--- src/rtl/mmio_gpio_if.sv ---
// Data-bus port between the CPU MEM stage and the GPIO block.
// The master issues requests; the slave returns a one-cycle ready.
interface mmio_gpio_if;
  logic        mem_memread;
  logic        mem_memwrite;
  logic [31:0] mem_memaddr;
  logic [31:0] mem_wdata;
  logic [31:0] mem_rdata;
  logic        mem_memready;

  modport master (
    output mem_memread,
    output mem_memwrite,
    output mem_memaddr,
    output mem_wdata,
    input  mem_rdata,
    input  mem_memready
  );

  modport slave (
    input  mem_memread,
    input  mem_memwrite,
    input  mem_memaddr,
    input  mem_wdata,
    output mem_rdata,
    output mem_memready
  );
endinterface

--- src/rtl/mmio_gpio.sv ---
// Memory-mapped GPIO: LED register, debounced buttons and
// sticky press-event flags behind a 16-byte window.
module mmio_gpio #(
  parameter logic [31:0] BASE_ADDR       = 32'hFFFF_0000,
  parameter int          DEBOUNCE_CYCLES = 16
) (
  input  logic             g_clk,
  input  logic             g_rst_n,
  mmio_gpio_if.slave       bus,
  output logic [8:0]       g_leds,
  input  logic [7:0]       g_buttons
);

  localparam int CW = $clog2(DEBOUNCE_CYCLES) + 1;
  localparam logic [CW-1:0] CMAX = CW'(DEBOUNCE_CYCLES - 1);

  typedef enum logic {IDLE, ACK} state_t;

  state_t state;
  state_t nxt;

  logic [8:0]    leds;
  logic [7:0]    sync1;
  logic [7:0]    sync2;
  logic [7:0]    stable;
  logic [7:0]    pend;
  logic [7:0]    rise;
  logic [7:0]    clr;
  logic [CW-1:0] cnt [8];
  logic [31:0]   rdata_q;
  logic [31:0]   rd_mux;

  logic hit;
  logic take;
  logic wr_take;
  logic sel_leds;
  logic sel_btn;
  logic sel_pend;
  logic sel_tog;
  logic unused;

  assign unused = ^{bus.mem_memaddr[1:0],
                    bus.mem_wdata[31:9]};

  assign hit = (bus.mem_memread | bus.mem_memwrite)
             & (bus.mem_memaddr[31:4] == BASE_ADDR[31:4]);
  assign take    = hit & (state == IDLE);
  assign wr_take = take & bus.mem_memwrite;

  assign sel_leds = bus.mem_memaddr[3:2] == 2'd0;
  assign sel_btn  = bus.mem_memaddr[3:2] == 2'd1;
  assign sel_pend = bus.mem_memaddr[3:2] == 2'd2;
  assign sel_tog  = bus.mem_memaddr[3:2] == 2'd3;

  always_comb begin
    rd_mux = 32'd0;
    unique case (1'b1)
      sel_leds: rd_mux = {23'd0, leds};
      sel_btn:  rd_mux = {24'd0, stable};
      sel_pend: rd_mux = {24'd0, pend};
      sel_tog:  rd_mux = 32'd0;
      default:  rd_mux = 32'd0;
    endcase
  end

  always_ff @(posedge g_clk or negedge g_rst_n) begin
    if (!g_rst_n) state <= IDLE;
    else          state <= nxt;
  end

  always_comb begin
    nxt = IDLE;
    unique case (state)
      IDLE:    nxt = hit ? ACK : IDLE;
      ACK:     nxt = IDLE;
      default: nxt = IDLE;
    endcase
  end

  always_comb begin
    bus.mem_memready = (state == ACK);
    bus.mem_rdata    = (state == ACK) ? rdata_q : 32'd0;
  end

  // Read data is frozen at the sampling edge; writes read back 0.
  always_ff @(posedge g_clk or negedge g_rst_n) begin
    if (!g_rst_n) begin
      rdata_q <= 32'd0;
    end else if (take) begin
      rdata_q <= bus.mem_memwrite ? 32'd0 : rd_mux;
    end
  end

  always_ff @(posedge g_clk or negedge g_rst_n) begin
    if (!g_rst_n) begin
      leds <= 9'd0;
    end else if (wr_take & sel_leds) begin
      leds <= bus.mem_wdata[8:0];
    end else if (wr_take & sel_tog) begin
      leds <= leds ^ bus.mem_wdata[8:0];
    end
  end

  assign g_leds = leds;

  assign clr = (wr_take & sel_pend) ? bus.mem_wdata[7:0] : 8'd0;

  always_comb begin
    rise = 8'd0;
    for (int i = 0; i < 8; i++) begin
      rise[i] = sync2[i] & ~stable[i] & (cnt[i] == CMAX);
    end
  end

  // A fresh edge wins over a same-cycle clear.
  always_ff @(posedge g_clk or negedge g_rst_n) begin
    if (!g_rst_n) pend <= 8'd0;
    else          pend <= (pend & ~clr) | rise;
  end

  always_ff @(posedge g_clk or negedge g_rst_n) begin
    if (!g_rst_n) begin
      sync1  <= 8'd0;
      sync2  <= 8'd0;
      stable <= 8'd0;
      for (int i = 0; i < 8; i++) cnt[i] <= '0;
    end else begin
      sync1 <= g_buttons;
      sync2 <= sync1;
      for (int i = 0; i < 8; i++) begin
        if (sync2[i] == stable[i]) begin
          cnt[i] <= '0;
        end else if (cnt[i] == CMAX) begin
          stable[i] <= sync2[i];
          cnt[i]    <= '0;
        end else begin
          cnt[i] <= cnt[i] + CW'(1);
        end
      end
    end
  end

endmodule

--- src/flat_wrapper.sv ---
// flat-port wrapper written by rule: the top's interface ports become plain ports
module mmio_gpio_flat 
#(
  parameter logic [31:0] BASE_ADDR       = 32'hFFFF_0000,
  parameter int          DEBOUNCE_CYCLES = 16
)
  (g_clk, g_rst_n, g_leds, g_buttons, bus_mem_memread, bus_mem_memwrite, bus_mem_memaddr, bus_mem_wdata, bus_mem_rdata, bus_mem_memready);
  mmio_gpio_if bus_i ();
  input  logic g_clk;
  input  logic g_rst_n;
  output logic [8:0] g_leds;
  input  logic [7:0] g_buttons;
  input wire logic [$bits(bus_i.mem_memread)-1:0] bus_mem_memread;
  input wire logic [$bits(bus_i.mem_memwrite)-1:0] bus_mem_memwrite;
  input wire logic [$bits(bus_i.mem_memaddr)-1:0] bus_mem_memaddr;
  input wire logic [$bits(bus_i.mem_wdata)-1:0] bus_mem_wdata;
  output wire logic [$bits(bus_i.mem_rdata)-1:0] bus_mem_rdata;
  output wire logic [$bits(bus_i.mem_memready)-1:0] bus_mem_memready;
  assign bus_i.mem_memread = bus_mem_memread;
  assign bus_i.mem_memwrite = bus_mem_memwrite;
  assign bus_i.mem_memaddr = bus_mem_memaddr;
  assign bus_i.mem_wdata = bus_mem_wdata;
  assign bus_mem_rdata = bus_i.mem_rdata;
  assign bus_mem_memready = bus_i.mem_memready;
  mmio_gpio #(.BASE_ADDR(BASE_ADDR), .DEBOUNCE_CYCLES(DEBOUNCE_CYCLES)) u_core (.g_clk(g_clk), .g_rst_n(g_rst_n), .bus(bus_i), .g_leds(g_leds), .g_buttons(g_buttons));
endmodule
--- config.mk ---
export PLATFORM = sky130hd
export DESIGN_NAME = mmio_gpio_flat
export DESIGN_NICKNAME = d
export VERILOG_FILES = /design/src/rtl/mmio_gpio_if.sv /design/src/rtl/mmio_gpio.sv /design/src/flat_wrapper.sv
export SDC_FILE = /design/constraint.sdc
export NUM_CORES = 1
export LEC_CHECK = 0
export CAP_MARGIN = 5
export CORE_MARGIN = 3
export CORE_UTILIZATION = 48
export CTS_CLUSTER_DIAMETER = 100
export CTS_CLUSTER_SIZE = 30
export DETAILED_ROUTE_END_ITERATION = 10
export HOLD_SLACK_MARGIN = 0.02
export PLACE_DENSITY = 0.83
export SYNTH_ARGS = -nofsm -noshare
export SYNTH_HDL_FRONTEND = slang
export SYNTH_SLANG_ARGS = --single-unit
--- constraint.sdc ---
create_clock -name g_clk -period 2.4 [get_ports g_clk]
set_input_delay 0.24 -clock g_clk [delete_from_list [all_inputs] [get_ports g_clk]]
set_output_delay 0.24 -clock g_clk [all_outputs]
set_load 0.03 [all_outputs]
==> qor.yml, run 1 <==
status: "finished clean"
grt_overflow_total: 0
cts_sinks: 91
ctsLongestPathBuffers: 2
track_usage_pct: 17.8
coreArea_mm2: 0.00834
period_share_pct: 82.7
netlist_instances: 374
areaGrowthSynthToFinish_pct: 22.7
vdd.ir_drop.worst_v: 0.000303
drtIter0Drc: 174
grt_pass1_vias: 2986
fin_crit_ns: 1.98
cts-htree-levels: 3
io_buffers: 69
cts_root_buffer: "clkbuf_8"
cts_buffers: 9
io_pins: 118
clkLatencyLatePin_ns: 0.36
path_depth: 5
path_buf_inv: 0
cp-end-kind: "flop"
dr.pass1.iters: 4
setup_violations: 0
antenna_left: 0
synth_flop_cell: "dfrtp_1"
ys_types: 37
max_freq_mhz: 504
hpwl_um: 6030
cp.arrival_ns: 2.22
synth_seq_cells: 91
antenna_found_initial: 0
layout-drive-gt1-share_pct: 8.39
worstPathRequired_ns: 2.64
slew_violations: 0
p_leak_nw: 2.29
slowest_delay_ns: 0.57
rsz0062_at_grt: "false"
totalPowerFinal_mw: 2.95
final_util_pct: 61.4
post_cts_resized: 0
slowest_stage: "or4_4"
cts_setup_buffers: 0
crit_fanout: 21
drcViolationCount: 0
yosysWarnings: 0
avgSynthCellArea_um2: 11.2
worstSetupPathType: "flop to flop"
die_w_um: 99.3
drv_cap: 0
initial_core_util_pct: 50.1
holdWs_ns: 0.310
nets: 540
worstPathCellList: "nand4b_1 > or4_4 > or3_4 > o22ai_1 > a211oi_2"
clkTransAtPathRegs_ns: 0.09
cp-start-kind: "flop"
fp-row-count: 33
power_density_mw_per_mm2: 575
grt_pass1_wl_um: 14000
syn-cell-area_mm2: 0.00418
routedWlPerCell_um: 14.9
synth_area_leaders: "dfrtp_1, ha_1, buf_4, nand3_1, nor3_1"
reg2reg_depth: 5
fin_skew_ns: 0.00945
ys_seq_area_share_pct: 54.5
grt_max_degree: 58
cts_tree: "built"
path_delay_family: "simple AND/OR/NAND/NOR gates"
die_h_um: 99.3
async_flop_share_pct: 100
yosysTopAreaCellShare_pct: 54.5
die_area_mm2: 0.00985
totalWireLength_um: 8290
yosysTopAreaCell: "dfrtp_1"
via_per_inst: 5.33
synth_edf_count: 0
place_congestion: 0.777
antennaDiodeCount: 0
via_count: 2975
holdCritPathClass: "input port to flop"
hold_depth: 1
fin_setup_tns_ns: 0
fillerInstances: 672
hold_violations: 0
-- through the flow --
| step | cell area, µm² | worst slack [ns] | cells |
|---|---|---|---|
| after floorplan | 4260 | 0.252 | 396 |
| after CTS | 5120 | 0.410 | 558 |
| final | 5120 | 0.415 | 558 |
| after global placement | 4910 | 0.158 | 541 |
| after detailed placement | 4910 | 0.133 | 541 |
| after global routing | 5120 | 0.329 | 558 |
-- sequential cells by signal, indices dropped and copies added, names as in the netlist --
| signal | count |
|---|---|
| u_core.cnt | 40 |
| u_core.rdata_q | 9 |
| u_core.bus.mem_memready | 1 |
| u_core.pend | 8 |
| u_core.sync1 | 8 |
| u_core.stable | 8 |
| u_core.g_leds | 9 |
| u_core.sync2 | 8 |
-- synth_stat cells (3+ instances only) --
library cell / count
a21oi_1: 17
a22o_1: 8
a41oi_1: 8
and2_1: 9
and3b_1: 8
buf_1: 3
buf_4: 23
buf_6: 3
clkbuf_1: 7
dfrtp_1: 91
ha_1: 16
inv_1: 11
mux2_2: 8
mux2i_1: 8
nand2_1: 18
nand3_1: 25
nand4_1: 4
nor2_1: 26
nor2b_1: 4
nor3_1: 24
nor3b_1: 5
o22ai_1: 10
o31ai_1: 8
xnor2_1: 8
xor2_1: 8
-- metal layers --
metal / vias up / part of all wire, % / track usage, %
met3: 9 / 7.9 / 5.61
li1: 1439 / - / -
met5: - / 0 / 0
met4: 0 / 1.7 / 5.99
met1: 1422 / 40 / 21.9
met2: 105 / 50 / 30.0
-- cells by family after synthesis --
group           after synthesis  share of synthesized area, %
simple gates                133                          17.1
buf+inv                      47                          6.83
other cells                   1                        0.0898
xor+xnor                     16                          3.36
mux                          16                          4.08
compound gates               54                          9.20
fa+ha+maj                    16                          4.79
flops                        91                          54.5
-- power by group --
group / switching (mW) / internal (mW)
Clock: 0.536 / 0.509
Sequential: 0.0295 / 1.58
Combinational: 0.162 / 0.132
Total: 0.727 / 2.22
-- final cells by class --
type / count / area, µm² / area share, %
inverters: 11 / 41.3 / 0.806
multi-input cells: 258 / 1700 / 33.1
clock inverters: 6 / 65.1 / 1.27
clock buffers: 10 / 138 / 2.69
well taps: 105 / 131 / 2.56
flip-flops and latches: 91 / 2280 / 44.4
repair buffers: 77 / 776 / 15.1
-- cells in the final DEF, fill, tap and decap left out, types with 2 or more instances in the layout --
| master | count |
|---|---|
| nor4_1 | 2 |
| mux2_2 | 8 |
| nand4_1 | 4 |
| nand2b_1 | 2 |
| clkinv_4 | 2 |
| and2_1 | 9 |
| inv_1 | 11 |
| clkbuf_8 | 10 |
| a21oi_1 | 17 |
| a41oi_1 | 8 |
| conb_1 | 23 |
| xnor2_1 | 8 |
| dfrtp_1 | 91 |
| buf_12 | 2 |
| xor2_1 | 8 |
| clkdlybuf4s50_1 | 68 |
| o22ai_1 | 10 |
| buf_4 | 6 |
| o31ai_1 | 8 |
| nand3_1 | 25 |
| clkinv_2 | 2 |
| nand2_1 | 18 |
| a22o_1 | 8 |
| nor2b_1 | 4 |
| and3b_1 | 8 |
| ha_1 | 16 |
| nor3b_1 | 5 |
| nor3_1 | 24 |
| mux2i_1 | 8 |
| nor2_1 | 26 |
-- final timing paths --
| check | start | end | slack (ns) |
|---|---|---|---|
| worst max register to register | u_core.bus.mem_memready | u_core.g_leds[7] | 0.42 |
| worst min-delay path | g_buttons[1] | u_core.sync1[1] | 0.31 |
| max in group asynchronous | g_rst_n | u_core.pend[0] | 1.40 |
| worst min register to register | u_core.sync1[6] | u_core.sync2[6] | 0.35 |
| worst max-delay path | u_core.bus.mem_memready | u_core.g_leds[7] | 0.42 |
| min in group asynchronous | g_rst_n | u_core.cnt[33] | 0.36 |
-- what timing repair did --
item | CTS | global route
hold buffers | 1 | 0
setup endpoints to repair | 0 | 0
hold endpoints to repair | 34 | 0
Power figures use the tool's default switching activity.
==> run 2, diff against run 1 <==
--- a/config.mk
+++ b/config.mk
@@ -7,12 +7,12 @@
 export LEC_CHECK = 0
 export CAP_MARGIN = 5
 export CORE_MARGIN = 3
-export CORE_UTILIZATION = 48
+export CORE_UTILIZATION = 43
 export CTS_CLUSTER_DIAMETER = 100
 export CTS_CLUSTER_SIZE = 30
 export DETAILED_ROUTE_END_ITERATION = 10
 export HOLD_SLACK_MARGIN = 0.02
-export PLACE_DENSITY = 0.83
+export PLACE_DENSITY = 0.79
 export SYNTH_ARGS = -nofsm -noshare
 export SYNTH_HDL_FRONTEND = slang
 export SYNTH_SLANG_ARGS = --single-unit
==> constraint.sdc (replaced) <==
create_clock -name g_clk -period 1.8 [get_ports g_clk]
set_input_delay 0.18 -clock g_clk [delete_from_list [all_inputs] [get_ports g_clk]]
set_output_delay 0.18 -clock g_clk [all_outputs]
set_load 0.03 [all_outputs]
==> run 2 against run 1 <==
Net effect:
- the run now ends with setup timing left
- cell count up 5.9%
- utilization fell by 4.4 points
- non-clock buffer count rose by 9
- critical path depth up 2
- global-route usage decreased by 1.5 points
- sequential share of layout area down 1.6 points
- register-to-register slack lost 0.48 ns
- worst setup slack got worse by 0.48 ns
- via count increased by 1.6%
- critical path type unchanged
==> qor.yml, run 2 (synthesized netlist as in run 1, its figures left out) <==
status: "finished, violations left"
violations: "setup timing"
cp-end-kind: "flop"
place_congestion: 0.788  # +1.4%
grt_util_met3_pct: 4.26  # -1.3 points
cts_root_buffer: "clkbuf_8"
drtIter0Drc: 140  # -20%
pwr-share-clk_pct: 35.6  # about the same
crit_fanout: 6  # -71%
worst_slack_ns: -0.0627  # -0.478 ns
setup_violations: 18  # +18
rsz0062_at_grt: "true"
io_pins: 118  # unchanged
clkLatencyLatePin_ns: 0.36  # about the same
areaGrowthSynthToFinish_pct: 27.5
worstSetupPathType: "flop to flop"
layout_commonest_cell: "dfrtp_1"
die_h_um: 105  # +5.3%
final_cell_count_no_fill: 591  # +5.9%
fin_skew_ns: 0.00605  # -0.00340 ns
nets: 550  # +1.9%
initial_core_util_pct: 44.8  # -5.3 points
cts_sinks: 91  # unchanged
vdd.ir_drop.worst_v: 0.000311  # +2.6%
drcViolationCount: 0  # unchanged
hold_violations: 0  # unchanged
period_share_pct: 103  # +21 points
largest_reg_flops: 40  # unchanged
worst_pin_slew_ns: 0.529
final_cell_mix: "dfrtp_1, clkdlybuf4s50_1, nor2_1"
hpwl_um: 6380  # +5.7%
fillerInstances: 756  # +13%
track_usage_pct: 16.4  # -1.5 points
die_area_mm2: 0.0109  # +11%
die_w_um: 105  # +5.3%
power.switching_mw: 0.959  # +32%
cts_buffers: 9  # unchanged
p_leak_nw: 2.40  # +4.8%
cp.arrival_ns: 2.12  # -0.10 ns
cp-start-kind: "flop"
slew_violations: 0  # unchanged
seqPwrFrac_pct: 54.2  # -0.4 points
antenna_left: 0  # unchanged
top_register: "u_core.cnt"
totalPowerFinal_mw: 3.96  # +34%
grt_overflow_total: 0  # unchanged
cts_tree: "built"
top_usage_layer: "met2"
grt_max_degree: 44  # -24%
fp-row-count: 35  # +6.1%
clkTransAtPathRegs_ns: 0.09  # about the same
drv_cap: 0  # unchanged
cts-htree-levels: 3  # unchanged
routedWlPerCell_um: 15.0  # +0.79%
holdCritPathClass: "input port to flop"
grt_pass1_wl_um: 14400  # +3.5%
antennaDiodeCount: 0  # unchanged
coreArea_mm2: 0.00933  # +12%
power_density_mw_per_mm2: 744  # +29%
switching_share_pct: 24.2  # -0.45 points
layout-drive-gt1-share_pct: 12.6  # +4.2 points
grt_use_met1_pct: 20.2  # -1.7 points
fin_crit_ns: 1.86  # -0.122 ns
internal-power_mw: 3.00  # +35%
ctsLongestPathBuffers: 2  # unchanged
grtUsageMet2_pct: 26.7  # -3.3 points
combPwrFrac_pct: 10.3  # +0.3 points
via_per_inst: 5.12  # -4.0%
via_count: 3024  # +1.6%
dr.pass1.iters: 4  # unchanged
worstPathRequired_ns: 2.06  # -0.58 ns
io_buffers: 69  # unchanged
antenna_found_initial: 0  # unchanged
dp.cells: 570  # +5.4%
slew_headroom_pct: 64.8
reg2reg_setup_slack_ns: -0.06  # -0.48 ns
grt_pass1_vias: 3032  # +1.5%
totalWireLength_um: 8850  # +6.8%
max_freq_mhz: 537  # +6.5%
-- run 2: final timing paths --
kind,startpoint,endpoint,depth (start not counted)
hold / removal,g_buttons[0],u_core.sync1[0],1
setup reg to reg,u_core.bus.mem_memready,u_core.pend[3],7
min in group asynchronous,g_rst_n,u_core.cnt[32],2
max in group asynchronous,g_rst_n,u_core.cnt[5],3
setup / recovery,u_core.bus.mem_memready,u_core.pend[3],7
hold reg to reg,u_core.sync1[5],u_core.sync2[5],0
-- run 2: power groups by stage --
stage	combinational [mW]	sequential, mW	clock, mW
floorplan	0.231	2.18	0
global placement	0.391	2.18	0
detailed placement	0.402	2.19	0
CTS	0.408	2.14	1.45
global route	0.447	2.15	1.51
finish	0.406	2.14	1.41
-- run 2: worst max-delay path, cell delays in order, from the launching register on --
cell and delay (ns):
dfrtp_2 0.40, nand4b_1 0.16, or4_4 0.46, nor4_4 0.16
buf_6 0.17, clkbuf_16 0.15, nand3_1 0.08, a22o_1 0.18
-- run 2: routing by layer --
layer	vias up	wire length [µm]
li1	1456	-
met5	-	0
met4	0	208
met3	17	580
met2	107	4250
met1	1444	3810
-- run 2: stage by stage --
| stage | TNS, ns | utilization (%) | worst slack [ns] | area (µm²) | hold WS, ns |
|---|---|---|---|---|---|
| floorplan | -4.52 | - | -0.299 | 4270 | -0.116 |
| global placement | -9.61 | 53.4 | -0.439 | 4980 | 0.151 |
| finish | -0.620 | 57.1 | -0.0627 | 5320 | 0.251 |
| CTS | -0.357 | 55.8 | -0.0561 | 5210 | 0.234 |
| global route | -1.96 | 57.1 | -0.136 | 5320 | 0.235 |
| detailed placement | -10.81 | 53.4 | -0.479 | 4980 | 0.152 |
-- run 2: timing repair --
item                                    in CTS  in global routing
pin swaps                                    1                  6
resized for setup                           13                  8
endpoints found under the setup margin      30                 22
buffers inserted                             0                  2
gates cloned                                 1                  2
hold endpoints to repair                    31                  0
hold buffers                                 1                  0
-- run 2: final cells by class --
class                           count  area [µm²]  area share (%)
Inverter                           11        41.3           0.776
Clock buffer                       11         151            2.84
Tap cell                          129         161            3.03
Timing Repair Buffer               86         871            16.4
Sequential cell                    91        2280            42.8
Clock inverter                      4        48.8           0.917
Multi-Input combinational cell    259        1770            33.3
==> run 3, diff against run 2 <==
--- a/config.mk
+++ b/config.mk
@@ -5,7 +5,6 @@
 export SDC_FILE = /design/constraint.sdc
 export NUM_CORES = 1
 export LEC_CHECK = 0
-export CAP_MARGIN = 5
 export CORE_MARGIN = 3
 export CORE_UTILIZATION = 43
 export CTS_CLUSTER_DIAMETER = 100
==> results of run 3 <==
Same layout as run 2: the final DEF is identical, and so are final timing and power.
